<file path="src/rtl/instr_fetch_sequencer_if.sv">
`default_nettype none
// +--------------------------------------------------------------------------+
// | Module   : instr_fetch_sequencer_if                                      |
// | Purpose  : Program-load / control and instruction-issue bundle between    |
// |            a controller (master) and the fetch sequencer (slave).         |
// | Revision : 1.0 - initial release                                          |
// +--------------------------------------------------------------------------+
interface instr_fetch_sequencer_if #(
  parameter int ADDR_W = 6
);
  logic              start;
  logic              prog_we;
  logic [ADDR_W-1:0] prog_addr;
  logic [31:0]       prog_data;
  logic [31:0]       instruction;
  logic [ADDR_W-1:0] pc_o;
  logic              instr_valid;
  logic [1:0]        beat_o;
  logic              busy;
  logic              halted;

  modport master (
    output start, prog_we, prog_addr, prog_data,
    input  instruction, pc_o, instr_valid, beat_o, busy, halted
  );

  modport slave (
    input  start, prog_we, prog_addr, prog_data,
    output instruction, pc_o, instr_valid, beat_o, busy, halted
  );
endinterface
`default_nettype wire

</file>
<file path="src/rtl/instr_fetch_sequencer.sv">
`default_nettype none
// +--------------------------------------------------------------------------+
// | Module   : instr_fetch_sequencer                                         |
// | Purpose  : Instruction memory plus issue sequencer feeding the processor; |
// |            vector loads/stores are held for VEC_BEATS cycles.            |
// |            Optional fetch trace under macro FETCH_TRACE_EN.              |
// | Revision : 1.0 - initial release                                          |
// +--------------------------------------------------------------------------+
module instr_fetch_sequencer #(
  parameter int IMEM_DEPTH = 64,
  parameter int ADDR_W     = 6,
  parameter int VEC_BEATS  = 4
) (
  input  wire                          clk,
  input  wire                          reset,
  instr_fetch_sequencer_if.slave       bus
);

  localparam logic [31:0]       c_halt_word = 32'hFFFF_FFFF;
  localparam logic [5:0]        c_op_vld    = 6'b111000;
  localparam logic [5:0]        c_op_vst    = 6'b111100;
  localparam logic [1:0]        c_last_beat = 2'(VEC_BEATS - 1);
  localparam logic [ADDR_W-1:0] c_pc_one    = ADDR_W'(1);

  typedef enum logic [1:0] {
    ST_IDLE  = 2'd0,
    ST_ISSUE = 2'd1,
    ST_HOLD  = 2'd2,
    ST_HALT  = 2'd3
  } state_t;

  state_t            r_state;
  state_t            w_state_nxt;
  logic [31:0]       r_imem [IMEM_DEPTH];
  logic [31:0]       r_instr;
  logic [ADDR_W-1:0] r_pc;
  logic              r_valid;
  logic [1:0]        r_beat;

  logic [31:0]       w_instr_nxt;
  logic [ADDR_W-1:0] w_pc_nxt;
  logic              w_valid_nxt;
  logic [1:0]        w_beat_nxt;
  logic              w_fetch;
  logic [ADDR_W-1:0] w_fetch_addr;
  logic [31:0]       w_fetch_word;
  logic              w_fetch_halt;
  logic              w_is_vec;
  logic              w_stopped;

  assign w_stopped    = (r_state == ST_IDLE) || (r_state == ST_HALT);
  assign w_is_vec     = (r_instr[31:26] == c_op_vld) || (r_instr[31:26] == c_op_vst);
  // Read sees the pre-edge contents, so a same-cycle write is not bypassed.
  assign w_fetch_word = r_imem[w_fetch_addr];
  assign w_fetch_halt = (w_fetch_word == c_halt_word);

  // Program loading is only permitted while nothing is executing.
  always_ff @(posedge clk) begin
    if (bus.prog_we && w_stopped) begin
      r_imem[bus.prog_addr] <= bus.prog_data;
    end
  end

  always_comb begin
    w_state_nxt  = r_state;
    w_instr_nxt  = r_instr;
    w_pc_nxt     = r_pc;
    w_valid_nxt  = r_valid;
    w_beat_nxt   = r_beat;
    w_fetch      = 1'b0;
    w_fetch_addr = r_pc + c_pc_one;

    case (r_state)
      ST_IDLE, ST_HALT: begin
        if (bus.start) begin
          w_fetch      = 1'b1;
          w_fetch_addr = '0;
        end
      end
      ST_ISSUE: begin
        if (w_is_vec) begin
          w_state_nxt = ST_HOLD;
          w_beat_nxt  = 2'd1;
        end else begin
          w_fetch = 1'b1;
        end
      end
      ST_HOLD: begin
        if (r_beat == c_last_beat) begin
          w_fetch = 1'b1;
        end else begin
          w_beat_nxt = r_beat + 2'd1;
        end
      end
      default: w_state_nxt = ST_IDLE;
    endcase

    if (w_fetch) begin
      w_pc_nxt   = w_fetch_addr;
      w_beat_nxt = 2'd0;
      if (w_fetch_halt) begin
        w_state_nxt = ST_HALT;
        w_instr_nxt = 32'd0;
        w_valid_nxt = 1'b0;
      end else begin
        w_state_nxt = ST_ISSUE;
        w_instr_nxt = w_fetch_word;
        w_valid_nxt = 1'b1;
      end
    end
  end

  always_ff @(posedge clk) begin
    if (reset) begin
      r_state <= ST_IDLE;
      r_instr <= 32'd0;
      r_pc    <= '0;
      r_valid <= 1'b0;
      r_beat  <= 2'd0;
    end else begin
      r_state <= w_state_nxt;
      r_instr <= w_instr_nxt;
      r_pc    <= w_pc_nxt;
      r_valid <= w_valid_nxt;
      r_beat  <= w_beat_nxt;
    end
  end

`ifdef FETCH_TRACE_EN
  always_ff @(posedge clk) begin
    if (!reset && w_fetch) begin
      if (w_fetch_halt) begin
        $display("FETCH HALT pc=%0d", w_fetch_addr);
      end else begin
        $display("FETCH pc=%0d instr=%b beat=%0d", w_fetch_addr, w_fetch_word, w_beat_nxt);
      end
    end
  end
`else
`endif

  assign bus.instruction = r_instr;
  assign bus.pc_o        = r_pc;
  assign bus.instr_valid = r_valid;
  assign bus.beat_o      = r_beat;
  assign bus.busy        = (r_state == ST_ISSUE) || (r_state == ST_HOLD);
  assign bus.halted      = (r_state == ST_HALT);

endmodule
`default_nettype wire

</file>
<file path="src/flat_wrapper.sv">
// flat-port wrapper written by rule: the top's interface ports become plain ports
module instr_fetch_sequencer_flat 
#(
  parameter int IMEM_DEPTH = 64,
  parameter int ADDR_W     = 6,
  parameter int VEC_BEATS  = 4
)
  (clk, reset, bus_start, bus_prog_we, bus_prog_addr, bus_prog_data, bus_instruction, bus_pc_o, bus_instr_valid, bus_beat_o, bus_busy, bus_halted);
  instr_fetch_sequencer_if #(.ADDR_W(ADDR_W)) bus_i ();
  input  wire clk;
  input  wire reset;
  input wire logic [$bits(bus_i.start)-1:0] bus_start;
  input wire logic [$bits(bus_i.prog_we)-1:0] bus_prog_we;
  input wire logic [$bits(bus_i.prog_addr)-1:0] bus_prog_addr;
  input wire logic [$bits(bus_i.prog_data)-1:0] bus_prog_data;
  output wire logic [$bits(bus_i.instruction)-1:0] bus_instruction;
  output wire logic [$bits(bus_i.pc_o)-1:0] bus_pc_o;
  output wire logic [$bits(bus_i.instr_valid)-1:0] bus_instr_valid;
  output wire logic [$bits(bus_i.beat_o)-1:0] bus_beat_o;
  output wire logic [$bits(bus_i.busy)-1:0] bus_busy;
  output wire logic [$bits(bus_i.halted)-1:0] bus_halted;
  assign bus_i.start = bus_start;
  assign bus_i.prog_we = bus_prog_we;
  assign bus_i.prog_addr = bus_prog_addr;
  assign bus_i.prog_data = bus_prog_data;
  assign bus_instruction = bus_i.instruction;
  assign bus_pc_o = bus_i.pc_o;
  assign bus_instr_valid = bus_i.instr_valid;
  assign bus_beat_o = bus_i.beat_o;
  assign bus_busy = bus_i.busy;
  assign bus_halted = bus_i.halted;
  instr_fetch_sequencer #(.IMEM_DEPTH(IMEM_DEPTH), .ADDR_W(ADDR_W), .VEC_BEATS(VEC_BEATS)) u_core (.clk(clk), .reset(reset), .bus(bus_i));
endmodule
</file>
<file path="config.mk">
export PLATFORM = sky130hd
export DESIGN_NAME = instr_fetch_sequencer_flat
export DESIGN_NICKNAME = d
export VERILOG_FILES = /design/src/rtl/instr_fetch_sequencer_if.sv /design/src/rtl/instr_fetch_sequencer.sv /design/src/flat_wrapper.sv
export SDC_FILE = /design/constraint.sdc
export NUM_CORES = 2
export LEC_CHECK = 0
export ABC_AREA = 0
export CORE_UTILIZATION = 55
export DETAILED_ROUTE_END_ITERATION = 12
export PLACE_DENSITY = 0.75
export REMOVE_ABC_BUFFERS = 1
export SLEW_MARGIN = 30
export SYNTH_ARGS = -nofsm -noshare
export SYNTH_HDL_FRONTEND = slang
export SYNTH_SLANG_ARGS = --single-unit
</file>
<file path="constraint.sdc">
create_clock -name clk -period 13.1 [get_ports clk]
set_input_delay 1.31 -clock clk [delete_from_list [all_inputs] [get_ports clk]]
set_output_delay 1.31 -clock clk [all_outputs]
set_load 0.05 [all_outputs]
</file>
After elaboration in Yosys (flattened, before gate mapping)

Memories as Yosys holds them, arrays and structs flattened.
Index checks and enable logic that the tools add are counted.

Flip-flop bits (word level): 43
Memory bits (writable): 2048
Output and inout bits: 43
Word-level logic and storage cells: 46
Memories kept: 1

Add/subtract/negate cells: 2
Equal/unequal tests: 9
Multiplexer cells: 17
Reduce and logical (&&, ||, !) cells: 12

Memories:

| name          | depth | width | rd ports | clocked after memory_dff | write ports | line                        | RTL |
|---|---|---|---|---|---|---|---|
| u_core.r_imem | 64    | 32    | 1        | 0                        | 1           | instr_fetch_sequencer.sv:34 | `logic [31:0] r_imem [IMEM_DEPTH];` |

Operator list:

| kind                 | count |
|---|---|
| $eq 32x32->1 const B | 1 |
| $mux 32              | 1 |
| $eq 6x6->1 const B   | 2 |
| $mux 2               | 6 |
| $mux 6               | 2 |
| $add 6x1->6 const B  | 1 |
| $eq 2x2->1 const B   | 3 |
| $mux 1               | 6 |
| $reduce_bool 2->1    | 3 |
| $pmux 2 s2           | 1 |
| $reduce_or 2->1      | 2 |
| $logic_or 1x1->1     | 3 |
| $pmux 1 s3           | 1 |
| $reduce_and 3->1     | 1 |
| $add 2x1->2 const B  | 1 |
| $eq 2x1->1 const B   | 1 |
| $logic_not 2->1      | 1 |
| $ne 2x1->1 const B   | 1 |
| $ne 2x2->1 const B   | 1 |
| $reduce_and 2->1     | 1 |
| $logic_and 1x1->1    | 1 |

Logic depth before layout (Yosys ltp)

An unclocked memory read counts as a cell.

Depth in word-level cells: 7
Depth in mapped cells: 20
Gate-level depth less buffers: 12

Least setup slack after synthesis

Ideal clock, no wire load.

Kind: input port to flip-flop
Start point: input port bus_prog_addr[3]
End point: memory u_core.r_imem[49][0], enable pin
Data arrival time: 4226 ps
Data required time: 12639 ps
Path slack: 8413 ps
Stages: 5
Path through: clkbuf_1 nor2b_1 nand4_1 or2_2 nor3_1

RTL lines:

| what               | line                        | RTL |
|---|---|---|
| start: declaration | flat_wrapper.sv:14          | `input wire logic [$bits(bus_i.prog_addr)-1:0] bus_prog_addr;` |
| end: declaration   | instr_fetch_sequencer.sv:34 |  |

No word-level cell before the write port.

Final worst setup path

Start point: register u_core.r_state[0]
End point: register u_core.r_instr[31] (netlist: u_core.bus.instruction[31])

Cells in the longest elaborated chain, start to end: 6

RTL lines:

| what                                                 | line                         | RTL |
|---|---|---|
| start: declaration                                   | instr_fetch_sequencer.sv:32  | `state_t r_state;` |
| start signal: assignment                             | instr_fetch_sequencer.sv:121 | `r_state <= w_state_nxt;` |
| $eq 2x2->1 / $logic_not 2->1 (equally long branches) | instr_fetch_sequencer.sv:73  | `case (r_state)` |
| $reduce_or 2->1                                      | instr_fetch_sequencer.sv:73  |  |
| $mux 6                                               | instr_fetch_sequencer.sv:73  |  |
| $mem_v2 64x32                                        | n/a                          |  |
| $eq 32x32->1                                         | instr_fetch_sequencer.sv:55  | `assign w_fetch_halt = (w_fetch_word == c_halt_word);` |
| $mux 32                                              | instr_fetch_sequencer.sv:101 | `if (w_fetch_halt) begin` |
| end signal: assignment                               | instr_fetch_sequencer.sv:122 | `r_instr <= w_instr_nxt;` |
| end: declaration                                     | instr_fetch_sequencer.sv:35  | `logic [31:0] r_instr;` |

Several ways; a longest one is shown, not always the timed one.
A chain may end at the register's enable or synchronous reset.

==> summary.md <==
| Metric | Value |
|---|---|
| Status | `finished, final reports clean` |
| Initial antenna violation count | `20` |
| Top-count cell post-synth | `edfxtp_1` |
| Htree depth | `4` |
| Setup ws final | `6.34 ns` |
| Xor and xnor area share after synthesis | `0.000790` |
| Setup Crit Path Kind | `flip-flop to flip-flop` |
| Hold Buf Count CTS | `0` |
| Layout area overhead | `11.2%` |
| Clock buffer depth | `3` |
| Synthesized area | `roughly 84000 µm²` |
| Yosys reg bits | `2091` |
| Crit path max fanout | `between 100 and 150` |
| Via/cell ratio | `7.10` |
| Post-CTS Setup Bufs | `0` |
| Fin. Hold Viols | `0` |
| Main combinational cell family by area after synthesis | `compound AO/OA/AOI/OAI gates` |
| Ys async rst share | `0` |
| Synth Area in Compound Gates | `0.100` |
| Pin count of the biggest net entering global routing | `137` |
| Tcrit/Tclk final | `0.516` |
| Synth Area in Simple Gates | `0.0557` |
| Post-synth EDFFs | `2048` |
| TritonCTS Buffers | `198` |
| GRT Overall Usage | `0.346` |
| Via count | `52600` |
| Post-cts gate resize count | `0` |
| Slew Viols, Final | `0` |
| CTS Sinks | `2091` |
| Vias in the first global route | `50500` |
| Max Cap Viol | `0` |
| Clock Skew | `0.0377 ns` |
| Max-slew headroom | `0.187` |
| Mux contribution to synthesized area | `0.0725` |
| Core ar. | `approximately 150000 µm²` |
| Post-layout util | `0.615` |
| Setup violators final | `0` |
| Post-synthesis sequential area ratio | `0.743` |
| Hold Path Class | `flip-flop to flip-flop` |
| Ys Warns | `0` |
| Die Span X | `393 µm` |
| Cell count after synthesis | `between 5000 and 6000` |
| Pre-antenna DRT Iters | `6` |
| Unique masters post-synth | `94` |
| Leakage | `29.0 nW` |
| WL per Instance | `about 36 µm` |
| Slew @ Worst Pin | `1.21 ns` |
| Multi-input logic area | `20100 µm²` |
| Die area | `154000 µm²` |
| CTS tree | `built` |
| Top Ports | `85` |
| Max Fclk | `between 100 and 150 MHz` |
| Std-Cell Rows | `143` |
| Die height | `393 µm` |
| Layout cell share with drive strength beyond 1 | `0.155` |
| Routed WL | `266000 µm` |
| Data required, critical path | `approximately 14 ns` |
| Critical Path AT | `~7.5 ns` |
| Final nets | `5257` |
| Power Density | `158 nW/µm²` |
| Worst skew pair latency | `0.86 ns` |
| Tmin final | `6.76 ns` |
| Gpl congestion | `0.992` |
| Peak VDD IR | `0.121 mV` |
| First-pass GRT wire length | `372000 µm` |
| Avg Cell Area, Syn | `16.4 µm²` |
| Main flop type after synthesis | `edfxtp_1` |
| # fillers | `10700` |
| Area leader, netlist | `edfxtp_1` |
| Worst setup SP type | `flip-flop` |
| Critical Path End Type | `flip-flop` |
| Storage element area | `62400 µm²` |
| Top post-synthesis cells by area | `edfxtp_1 73%, mux4_2 3.0%, mux2i_1 2.8%` |
| Initial detailed-routing violation count | `9820` |
| IO Port Bufs | `84` |
| Initial Util | `0.553` |
| Dpl ws | `6.48 ns` |
| Power Total | `roughly 0.015 W` |
| Synth Area in Adders | `0.000745` |
| Clock root buffer | `clkbuf_16` |
| Post-synth top area share | `0.732` |
| Unrepaired setup endpoints after global routing | `no` |
| DRC viols | `0` |
| DPL Wire Length | `about 140000 µm` |
| Grt ovf | `0` |
| ANT nets after route | `0` |
| Most frequent cells after synthesis | `2048 x edfxtp_1, 328 x nand2_1, 233 x mux2i_1` |
| Clock-pin slew on the worst setup and hold paths | `0.06 ns` |
per-stage QoR:
step / std cells / setup TNS, ns / hold WS [ns] / cell area, µm²
after detailed placement: 7040 / 0 / 0.472 / 87300
after global routing: 7401 / 0 / 0.495 / 93400
after global placement: 7036 / 0 / 0.471 / 87200
after floorplan: 4729 / -581.98 / 0.514 / 81700
after CTS: 7401 / 0 / 0.481 / 93300
final: 7407 / 0 / 0.484 / 93400
final timing paths:
kind	startpoint	slack, ns	end	cells past startpoint
max	u_core.r_state[0]$_SDFFE_PP0P_	6.34	u_core.bus.instruction[31]$_SDFFE_PP0P_	16
min	u_core.bus.instruction[6]$_SDFFE_PP0P_	0.48	u_core.bus.instruction[6]$_SDFFE_PP0P_	2
max reg2reg	u_core.r_state[0]$_SDFFE_PP0P_	6.34	u_core.bus.instruction[31]$_SDFFE_PP0P_	16
min reg2reg	u_core.bus.instruction[6]$_SDFFE_PP0P_	0.48	u_core.bus.instruction[6]$_SDFFE_PP0P_	2
power breakdown:
group | total [W] | switching, W | internal (W)
Combinational | 0.00182 | 0.00127 | 0.000549
Clock | 0.00545 | 0.00248 | 0.00297
Sequential | 0.00746 | 0.0000716 | 0.00739
Total | 0.0147 | 0.00382 | 0.0109
state kept, by name, indices dropped and copies added (netlist names):
name                    cells
u_core.r_state              2
u_core.bus.beat_o           2
u_core.bus.pc_o             6
u_core.r_imem            2048
u_core.bus.instruction     32
u_core.bus.instr_valid      1
critical path: stages (launching register included):
cell	delay, ns
dfxtp_1	0.38
inv_1	0.06
ha_1	0.62
buf_4	0.48
a21o_4	0.62
buf_12	0.62
buf_4	0.72
nand2_1	0.14
nand3_1	0.11
a21oi_1	0.14
a211oi_1	0.71
o22ai_1	0.21
nor3_2	0.16
nand4_1	0.66
buf_4	0.48
o21ai_0	0.19
nand3_1	0.10
layout by cell type, fill, tap and decap left out, types with 24 or more instances in the layout:
cell	count
a2111oi_0	30
a211oi_1	105
a21oi_1	180
a221o_1	34
a221oi_1	95
a22oi_1	35
a31oi_1	42
buf_2	33
buf_4	188
clkbuf_1	46
clkbuf_16	199
clkdlybuf4s50_1	51
clkinv_1	62
clkinv_2	24
dfxtp_1	42
edfxtp_1	2048
mux2_2	104
mux2i_1	233
mux4_2	112
nand2_1	327
nand3_1	141
nand3b_1	30
nor2_1	114
nor2_4	64
nor2b_1	59
nor3_1	59
o211ai_1	45
o21ai_0	154
o21ai_1	41
o221ai_1	64
o22ai_1	129
o31ai_1	26
or3_1	34
layer usage:
| layer | part of all wire | routed length (µm) | GRT usage | vias up |
|---|---|---|---|---|
| li1 | - | - | - | 20900 |
| met1 | 0.34 | 91600 | 0.452 | 26300 |
| met2 | 0.44 | 117000 | 0.506 | 4566 |
| met3 | 0.15 | 40600 | 0.116 | 848 |
| met4 | 0.064 | 17000 | 0.200 | 20 |
| met5 | 0.00047 | 126 | 0 | - |
kinds of logic (layout without fill, tap and decap cells):
logic type	count (synthesis)	count (layout)
xor gates and xnor gates	5	5
muxes	453	453
other	0	6
and+or+nand+nor	968	968
adders and majority gates	5	5
buffers and inverters	407	655
AOI/OAI and AO/OA	1194	1194
DFF	2091	2091
final cells by class:
class / instances / share of cell area
sequential: 2091 / 0.668
multi-input combinational: 2625 / 0.215
clock buffer: 245 / 0.0552
tap: 2030 / 0.0272
timing repair buffer: 281 / 0.0243
clock inverter: 116 / 0.00976
inverter: 13 / 0.000630
antenna: 6 / 0.000161
(Power assumes the default switching activity.)
